$ cat config.mk
export PLATFORM = sky130hd
export DESIGN_NAME = async_fifo_1clk_flat
export DESIGN_NICKNAME = d
export VERILOG_FILES = /design/src/rtl/async_fifo_1clk_if.sv /design/src/rtl/async_fifo_1clk.sv /design/src/flat_wrapper.sv
export SDC_FILE = /design/constraint.sdc
export NUM_CORES = 1
export LEC_CHECK = 0
export ABC_AREA = 1
export BUFFER_PORTS_ARGS = -buffer_cell sky130_fd_sc_hd__buf_2
export CORE_MARGIN = 4
export CORE_UTILIZATION = 45
export DETAILED_ROUTE_END_ITERATION = 6
export SYNTH_ARGS = -nofsm -noshare
export SYNTH_HDL_FRONTEND = slang
export SYNTH_SLANG_ARGS = --single-unit
$ cat constraint.sdc
create_clock -name Clk -period 2 [get_ports Clk]
set_input_delay 0.1 -clock Clk [delete_from_list [all_inputs] [get_ports Clk]]
set_output_delay 0.1 -clock Clk [all_outputs]
set_load 0.05 [all_outputs]
$ cat src/rtl/async_fifo_1clk_if.sv
// Handshake bundle between a FIFO user and async_fifo_1clk: write request/data,
// read request, and the registered full/empty flags and read data.
interface async_fifo_1clk_if #(
   parameter int Data_width = 8
);
   logic                  Winc;
   logic [Data_width-1:0] Wrdata;
   logic                  Rinc;
   logic                  Wfull;
   logic                  Rempty;
   logic [Data_width-1:0] Rdata;

   modport master (
      output Winc,
      output Wrdata,
      output Rinc,
      input  Wfull,
      input  Rempty,
      input  Rdata
   );

   modport slave (
      input  Winc,
      input  Wrdata,
      input  Rinc,
      output Wfull,
      output Rempty,
      output Rdata
   );
endinterface

$ cat src/rtl/async_fifo_1clk.sv
// Single-clock core of the clock-crossing FIFO: Gray-coded pointers pass through
// NUM_STAGES synchronizer flops, so Wfull/Rempty are conservative as in the dual-clock version.
module async_fifo_1clk #(
   parameter int Data_width = 8,
   parameter int Depth      = 8,
   parameter int Address    = 3,
   parameter int NUM_STAGES = 2
) (
   input logic              Clk,
   input logic              Rst,
   async_fifo_1clk_if.slave bus
);

   localparam logic [Address:0] PtrOne = 1;

   function automatic logic [Address:0] bin2gray(input logic [Address:0] b);
      return b ^ (b >> 1);
   endfunction

   logic [Address:0]      wbin_q, wbin_d;
   logic [Address:0]      wgray_q, wgray_d;
   logic [Address:0]      rbin_q, rbin_d;
   logic [Address:0]      rgray_q, rgray_d;
   logic [Address:0]      wsync_q [NUM_STAGES];
   logic [Address:0]      wsync_d [NUM_STAGES];
   logic [Address:0]      rsync_q [NUM_STAGES];
   logic [Address:0]      rsync_d [NUM_STAGES];
   logic [Data_width-1:0] rdata_q, rdata_d;
   logic                  wfull_q, wfull_d;
   logic                  rempty_q, rempty_d;
   logic [Data_width-1:0] mem_q [Depth];

   logic                  write_en;
   logic                  read_en;
   logic [Address:0]      wq_gray;
   logic [Address:0]      rq_gray;

   assign write_en = bus.Winc && !wfull_q;
   assign read_en  = bus.Rinc && !rempty_q;
   assign wq_gray  = wsync_q[NUM_STAGES-1];
   assign rq_gray  = rsync_q[NUM_STAGES-1];

   // Flags are computed from the post-edge pointers so they react on the same edge as the access.
   always_comb begin
      wbin_d   = wbin_q;
      wgray_d  = wgray_q;
      rbin_d   = rbin_q;
      rgray_d  = rgray_q;
      rdata_d  = rdata_q;
      if (write_en) begin
         wbin_d  = wbin_q + PtrOne;
         wgray_d = bin2gray(wbin_d);
      end
      if (read_en) begin
         rbin_d  = rbin_q + PtrOne;
         rgray_d = bin2gray(rbin_d);
         rdata_d = mem_q[rbin_q[Address-1:0]];
      end
      rempty_d = (rgray_d == wq_gray);
      wfull_d  = (wgray_d == {~rq_gray[Address:Address-1], rq_gray[Address-2:0]});
   end

   always_comb begin
      wsync_d[0] = wgray_q;
      rsync_d[0] = rgray_q;
      for (int i = 1; i < NUM_STAGES; i++) begin
         wsync_d[i] = wsync_q[i-1];
         rsync_d[i] = rsync_q[i-1];
      end
   end

   always_ff @(posedge Clk) begin
      if (!Rst) begin
         wbin_q   <= '0;
         wgray_q  <= '0;
         rbin_q   <= '0;
         rgray_q  <= '0;
         rdata_q  <= '0;
         wfull_q  <= 1'b0;
         rempty_q <= 1'b1;
         for (int i = 0; i < NUM_STAGES; i++) begin
            wsync_q[i] <= '0;
            rsync_q[i] <= '0;
         end
      end else begin
         wbin_q   <= wbin_d;
         wgray_q  <= wgray_d;
         rbin_q   <= rbin_d;
         rgray_q  <= rgray_d;
         rdata_q  <= rdata_d;
         wfull_q  <= wfull_d;
         rempty_q <= rempty_d;
         for (int i = 0; i < NUM_STAGES; i++) begin
            wsync_q[i] <= wsync_d[i];
            rsync_q[i] <= rsync_d[i];
         end
      end
   end

   // Storage has no reset; writes are suppressed while Rst is low.
   always_ff @(posedge Clk) begin
      if (Rst && write_en) begin
         mem_q[wbin_q[Address-1:0]] <= bus.Wrdata;
      end
   end

   assign bus.Wfull  = wfull_q;
   assign bus.Rempty = rempty_q;
   assign bus.Rdata  = rdata_q;

endmodule

$ cat src/flat_wrapper.sv
// flat-port wrapper written by rule: the top's interface ports become plain ports
module async_fifo_1clk_flat 
#(
   parameter int Data_width = 8,
   parameter int Depth      = 8,
   parameter int Address    = 3,
   parameter int NUM_STAGES = 2
)
  (Clk, Rst, bus_Winc, bus_Wrdata, bus_Rinc, bus_Wfull, bus_Rempty, bus_Rdata);
  async_fifo_1clk_if #(.Data_width(Data_width)) bus_i ();
  input logic Clk;
  input logic Rst;
  input wire logic [$bits(bus_i.Winc)-1:0] bus_Winc;
  input wire logic [$bits(bus_i.Wrdata)-1:0] bus_Wrdata;
  input wire logic [$bits(bus_i.Rinc)-1:0] bus_Rinc;
  output wire logic [$bits(bus_i.Wfull)-1:0] bus_Wfull;
  output wire logic [$bits(bus_i.Rempty)-1:0] bus_Rempty;
  output wire logic [$bits(bus_i.Rdata)-1:0] bus_Rdata;
  assign bus_i.Winc = bus_Winc;
  assign bus_i.Wrdata = bus_Wrdata;
  assign bus_i.Rinc = bus_Rinc;
  assign bus_Wfull = bus_i.Wfull;
  assign bus_Rempty = bus_i.Rempty;
  assign bus_Rdata = bus_i.Rdata;
  async_fifo_1clk #(.Data_width(Data_width), .Depth(Depth), .Address(Address), .NUM_STAGES(NUM_STAGES)) u_core (.Clk(Clk), .Rst(Rst), .bus(bus_i));
endmodule
==> results summary <==
The run finished with clean final reports. The global-route usage over all layers is between 10% and 20%. The kind of end point of the critical path is a flop. In this run switching power makes up 22.92% of total power. Per report_power, the clock group accounts for between 30% and 40% of the total. The maximum VDD drop is 0.3522 mV. Dividing the detail-routed via count by the number of cells gives 4.823. The internal power of the cells totals ~3 mW. The critical path required time came out at 2260 ps. The number of antenna violations at the first check in global routing came out at 0. The global routing usage on met1 came out at 22.93%. The power density normalized to cell area came out at about 810 nW/um^2.

The reg2reg setup slack came out at between 300 and 400 ps. The count of final hold-check violations came out at 0. The number of design-rule violations left by the first detailed-router iteration is 201. The residual DRC count came out at 0. The sequential element share of the synthesized area is 64.41%.

The number of cell rows came out at 35. In this run the deepest clock path goes through 2 buffers. The total standard cell area after synthesis came out at around 4300 um^2.

The worst hold path begins at bus_Wrdata[3]. The routed wire length is 8.122 mm. CTS saw approximately 110 sinks.

The via count of the first global-routing pass is approximately 2800. The H-tree was split into 3 levels. TritonCTS built the clock tree. The effective utilization at floorplan is 46.42%. The residual antenna-violating net count after detailed routing came out at 0. Clock-pin slew was measured on the worst setup and hold paths at 100 ps. The floorplan step defined a core boundary enclosing 9240 um^2.

The critical path is of the flop to flop type. The shortest period the worst path allows is 1640 ps. The largest total area in the synthesized netlist belongs to sky130_fd_sc_hd__edfxtp_1. Of all nets on the critical path, the largest fanout is 35. The cell count after synthesis came out at 442. The number of synthesized register bits is roughly 110. The clock reaches the later pin of the worst-skew pair after 350 ps.

The number of gates resized after CTS is 0. The first-pass GRT wire length came out at 13.73 mm. 22 I/O pins were placed. The arrival time reported for the critical path endpoint is between 1500 and 2000 ps. In this run the biggest area consumer among cell types represents between 40% and 50% of the synthesized area.

The worst hold path terminates at u_core.mem_q[0][3]. The netlist uses 28 different library cells. TritonCTS created 9 clock buffers. By area the synthesized netlist is led by sky130_fd_sc_hd__edfxtp_1 45%, sky130_fd_sc_hd__dfxtp_1 20%, sky130_fd_sc_hd__nand2_1 7.5%. The proportion of power drawn by flip-flops and latches came out at 61.7%. The final critical-path share of the clock period is 82.00%. The clock root buffer is sky130_fd_sc_hd__clkbuf_8.

The global routing met2 resource utilization is 23.72%. The number of max-cap violations came out at 0. Entering global routing, the biggest net connects 36 pins. The total die area is approximately 11000 um^2. The final net count is 484.

The worst hold-check slack is 26.37 ps. The met3 track demand over resource in global routing came out at roughly 3.6%. For this run the aggregate overflow at the end of global routing stands at 0.

The post-synth net total is around 460. The final setup TNS is 0 ps. The number of setup buffers added after CTS is 0. The endpoint identified for the worst register-to-register timing path is u_core.bus.Rempty. Routability-driven placement finished with a final weighted congestion of 0.8215.

The startpoint identified for the worst register-to-register timing path is u_core.rbin_q[0]. Detailed placement finished with a half-perimeter wire length of 5.236 mm. The share of final-layout standard cells stronger than drive strength 1 came out at between 10% and 20%. The die width is 105.6 um. The highest achievable clock rate is 609.7 MHz. The count of port buffers added during placement came out at 21.

In this run the most used layer during global routing was met2. Counting cells, the worst reg-to-reg path comes to 10. The power share of the combinational group came out at 6.7%.

For this run, the number of Yosys warnings is 0. The power spent charging and discharging nets is 0.8801 mW. The final number of max-transition violations was 0. A synthesized cell averages 9.704 um^2. The setup violation total in the final timing report is 0. The actual slew at the worst max-slew pin came out at about 500 ps. In this run the worst hold path is classified as input port to flop. The die height is about 110 um. The sort of element at the start of the critical path is a flop. Setup repair after global routing left no endpoint under its margin.

The number of hold buffers added after CTS was 1. The number of cells on the worst hold path came out at 1. The detail-routed net length per standard cell came out at 13.45 um. The length of the first detailed-routing pass in iterations came out at 4.

The leakage power figure is 1.891 nW. The total via count in the routed design came out at 2913. The area growth from synthesis to layout came out at 10.88%. The number of diodes is 0.

The final worst clock skew came out at a little over 8 ps. The filler cell count is 824. The remaining max-slew budget at the tightest pin came out at about 67%.
layout make-up:
cell class | count | area, um^2 | area share (%)
clock buffer | 13 | 160.2 | 3.368
clock inverter | 3 | 20.02 | 0.4209
inverter | 44 | 167.7 | 3.525
multi-input combinational | 273 | 1264 | 26.57
sequential | 106 | 2763 | 58.09
tap | 129 | 161.4 | 3.394
timing repair buffer | 36 | 220.2 | 4.630
power by group through the flow:
stage | sequential (mW) | clock (mW) | combinational [mW]
6_report | 2.37 | 1.21 | 0.256
3_5_place_dp | 2.42 | 0 | 0.259
4_1_cts | 2.37 | 1.26 | 0.261
5_1_grt | 2.38 | 1.33 | 0.296
2_1_floorplan | 2.45 | 0 | 0.145
3_3_place_gp | 2.42 | 0 | 0.255
state kept, by name, indices dropped and copies added (netlist names):
register           cells
u_core.bus.Rdata       8
u_core.bus.Wfull       1
u_core.wgray_q         4
u_core.bus.Rempty      1
u_core.mem_q          64
u_core.wsync_q         8
u_core.rsync_q         8
u_core.wbin_q          4
u_core.rbin_q          4
u_core.rgray_q         4
layout by cell type (no fill, tap or decap):
master | Yosys | final
sky130_fd_sc_hd__a21oi_1 | 19 | 19
sky130_fd_sc_hd__a31oi_1 | 2 | 2
sky130_fd_sc_hd__buf_2 | 8 | 21
sky130_fd_sc_hd__buf_4 | 3 | 14
sky130_fd_sc_hd__clkbuf_1 | 6 | 3
sky130_fd_sc_hd__clkbuf_16 | 0 | 1
sky130_fd_sc_hd__clkbuf_8 | 0 | 9
sky130_fd_sc_hd__clkinv_2 | 0 | 1
sky130_fd_sc_hd__dfxtp_1 | 42 | 42
sky130_fd_sc_hd__dlygate4sd3_1 | 0 | 1
sky130_fd_sc_hd__edfxtp_1 | 64 | 64
sky130_fd_sc_hd__ha_1 | 2 | 2
sky130_fd_sc_hd__inv_1 | 40 | 40
sky130_fd_sc_hd__inv_2 | 3 | 3
sky130_fd_sc_hd__inv_4 | 1 | 2
sky130_fd_sc_hd__inv_6 | 0 | 1
sky130_fd_sc_hd__nand2_1 | 86 | 86
sky130_fd_sc_hd__nand2_2 | 2 | 2
sky130_fd_sc_hd__nand3_1 | 19 | 19
sky130_fd_sc_hd__nand3_2 | 2 | 2
sky130_fd_sc_hd__nand3b_1 | 1 | 1
sky130_fd_sc_hd__nand4_1 | 3 | 3
sky130_fd_sc_hd__nor2_1 | 65 | 65
sky130_fd_sc_hd__nor2_2 | 3 | 3
sky130_fd_sc_hd__nor2_8 | 1 | 1
sky130_fd_sc_hd__o211ai_1 | 7 | 7
sky130_fd_sc_hd__o21a_1 | 1 | 1
sky130_fd_sc_hd__o21ai_0 | 50 | 50
sky130_fd_sc_hd__o21ai_1 | 5 | 5
sky130_fd_sc_hd__o21bai_1 | 2 | 2
sky130_fd_sc_hd__o22ai_1 | 2 | 2
sky130_fd_sc_hd__xor2_1 | 1 | 1
worst max-delay path: stages, from the launching register on:
cell                      delay, ps
sky130_fd_sc_hd__dfxtp_1        430
sky130_fd_sc_hd__buf_4          340
sky130_fd_sc_hd__nand4_1        130
sky130_fd_sc_hd__nand2_1        110
sky130_fd_sc_hd__nand2_1        140
sky130_fd_sc_hd__nand2_1        130
sky130_fd_sc_hd__nand3_1         80
sky130_fd_sc_hd__nand2_1         60
sky130_fd_sc_hd__inv_1           30
sky130_fd_sc_hd__nand2_1         60
sky130_fd_sc_hd__nand2_1         40
synth_stat cells:
library cell,count
sky130_fd_sc_hd__edfxtp_1,64
sky130_fd_sc_hd__nor2_8,1
sky130_fd_sc_hd__o21a_1,1
sky130_fd_sc_hd__clkbuf_2,2
sky130_fd_sc_hd__o211ai_1,7
sky130_fd_sc_hd__ha_1,2
sky130_fd_sc_hd__nor2_1,65
sky130_fd_sc_hd__o21bai_1,2
sky130_fd_sc_hd__clkbuf_1,6
sky130_fd_sc_hd__nand2_2,2
sky130_fd_sc_hd__a21oi_1,19
sky130_fd_sc_hd__xor2_1,1
sky130_fd_sc_hd__nor2_2,3
sky130_fd_sc_hd__buf_4,3
sky130_fd_sc_hd__inv_4,1
sky130_fd_sc_hd__inv_2,3
sky130_fd_sc_hd__nand3_1,19
sky130_fd_sc_hd__nand3_2,2
sky130_fd_sc_hd__nand4_1,3
sky130_fd_sc_hd__inv_1,40
sky130_fd_sc_hd__o21ai_0,50
sky130_fd_sc_hd__buf_2,8
sky130_fd_sc_hd__nand3b_1,1
sky130_fd_sc_hd__a31oi_1,2
sky130_fd_sc_hd__o21ai_1,5
sky130_fd_sc_hd__dfxtp_1,42
sky130_fd_sc_hd__o22ai_1,2
sky130_fd_sc_hd__nand2_1,86
per-stage QoR:
| stage | instances | util [%] | instance area [um^2] | power, mW | setup slack [ps] |
|---|---|---|---|---|---|
| detailed placement | 587 | 49.41 | 4566 | 2.680 | 355.0 |
| floorplan | 442 | - | 4289 | 2.599 | 314.8 |
| finish | 604 | 51.47 | 4756 | 3.840 | 359.9 |
| global placement | 587 | 49.41 | 4566 | 2.675 | 427.8 |
| CTS | 604 | 51.47 | 4756 | 3.889 | 336.8 |
| global route | 604 | 51.47 | 4756 | 4.005 | 135.5 |
cell families (layout without fill, tap and decap cells):
| group | Yosys count | in the layout | synth area share, % |
|---|---|---|---|
| buffers and inverters | 63 | 96 | 6.126 |
| and+or+nand+nor | 182 | 182 | 17.71 |
| DFF | 106 | 106 | 64.41 |
| adders and majority gates | 2 | 2 | 0.5833 |
| AOI/OAI and AO/OA | 88 | 88 | 10.97 |
| xor gates and xnor gates | 1 | 1 | 0.2042 |
routing by layer:
metal	vias to the layer above	wire [um]	part of all wire (%)
li1	1524	-	-
met1	1341	4127	51
met2	41	3688	45
met3	7	242	3.0
met4	0	63	0.78
met5	-	0	0
how the worst max path moves through the flow:
| stage | slack (ps) | to | start | depth (start not counted) |
|---|---|---|---|---|
| after CTS | 340 | u_core.bus.Rempty | u_core.rbin_q[0] | 10 |
| after floorplan | 310 | u_core.mem_q[0][0] | u_core.bus.Wfull | 3 |
| after global placement | 430 | u_core.bus.Rempty | u_core.rbin_q[0] | 10 |
| after global routing | 140 | u_core.bus.Rempty | u_core.rbin_q[0] | 10 |
| final | 360 | u_core.bus.Rempty | u_core.rbin_q[0] | 10 |
| after detailed placement | 360 | u_core.bus.Rempty | u_core.rbin_q[0] | 10 |
(Power assumes the default switching activity.)
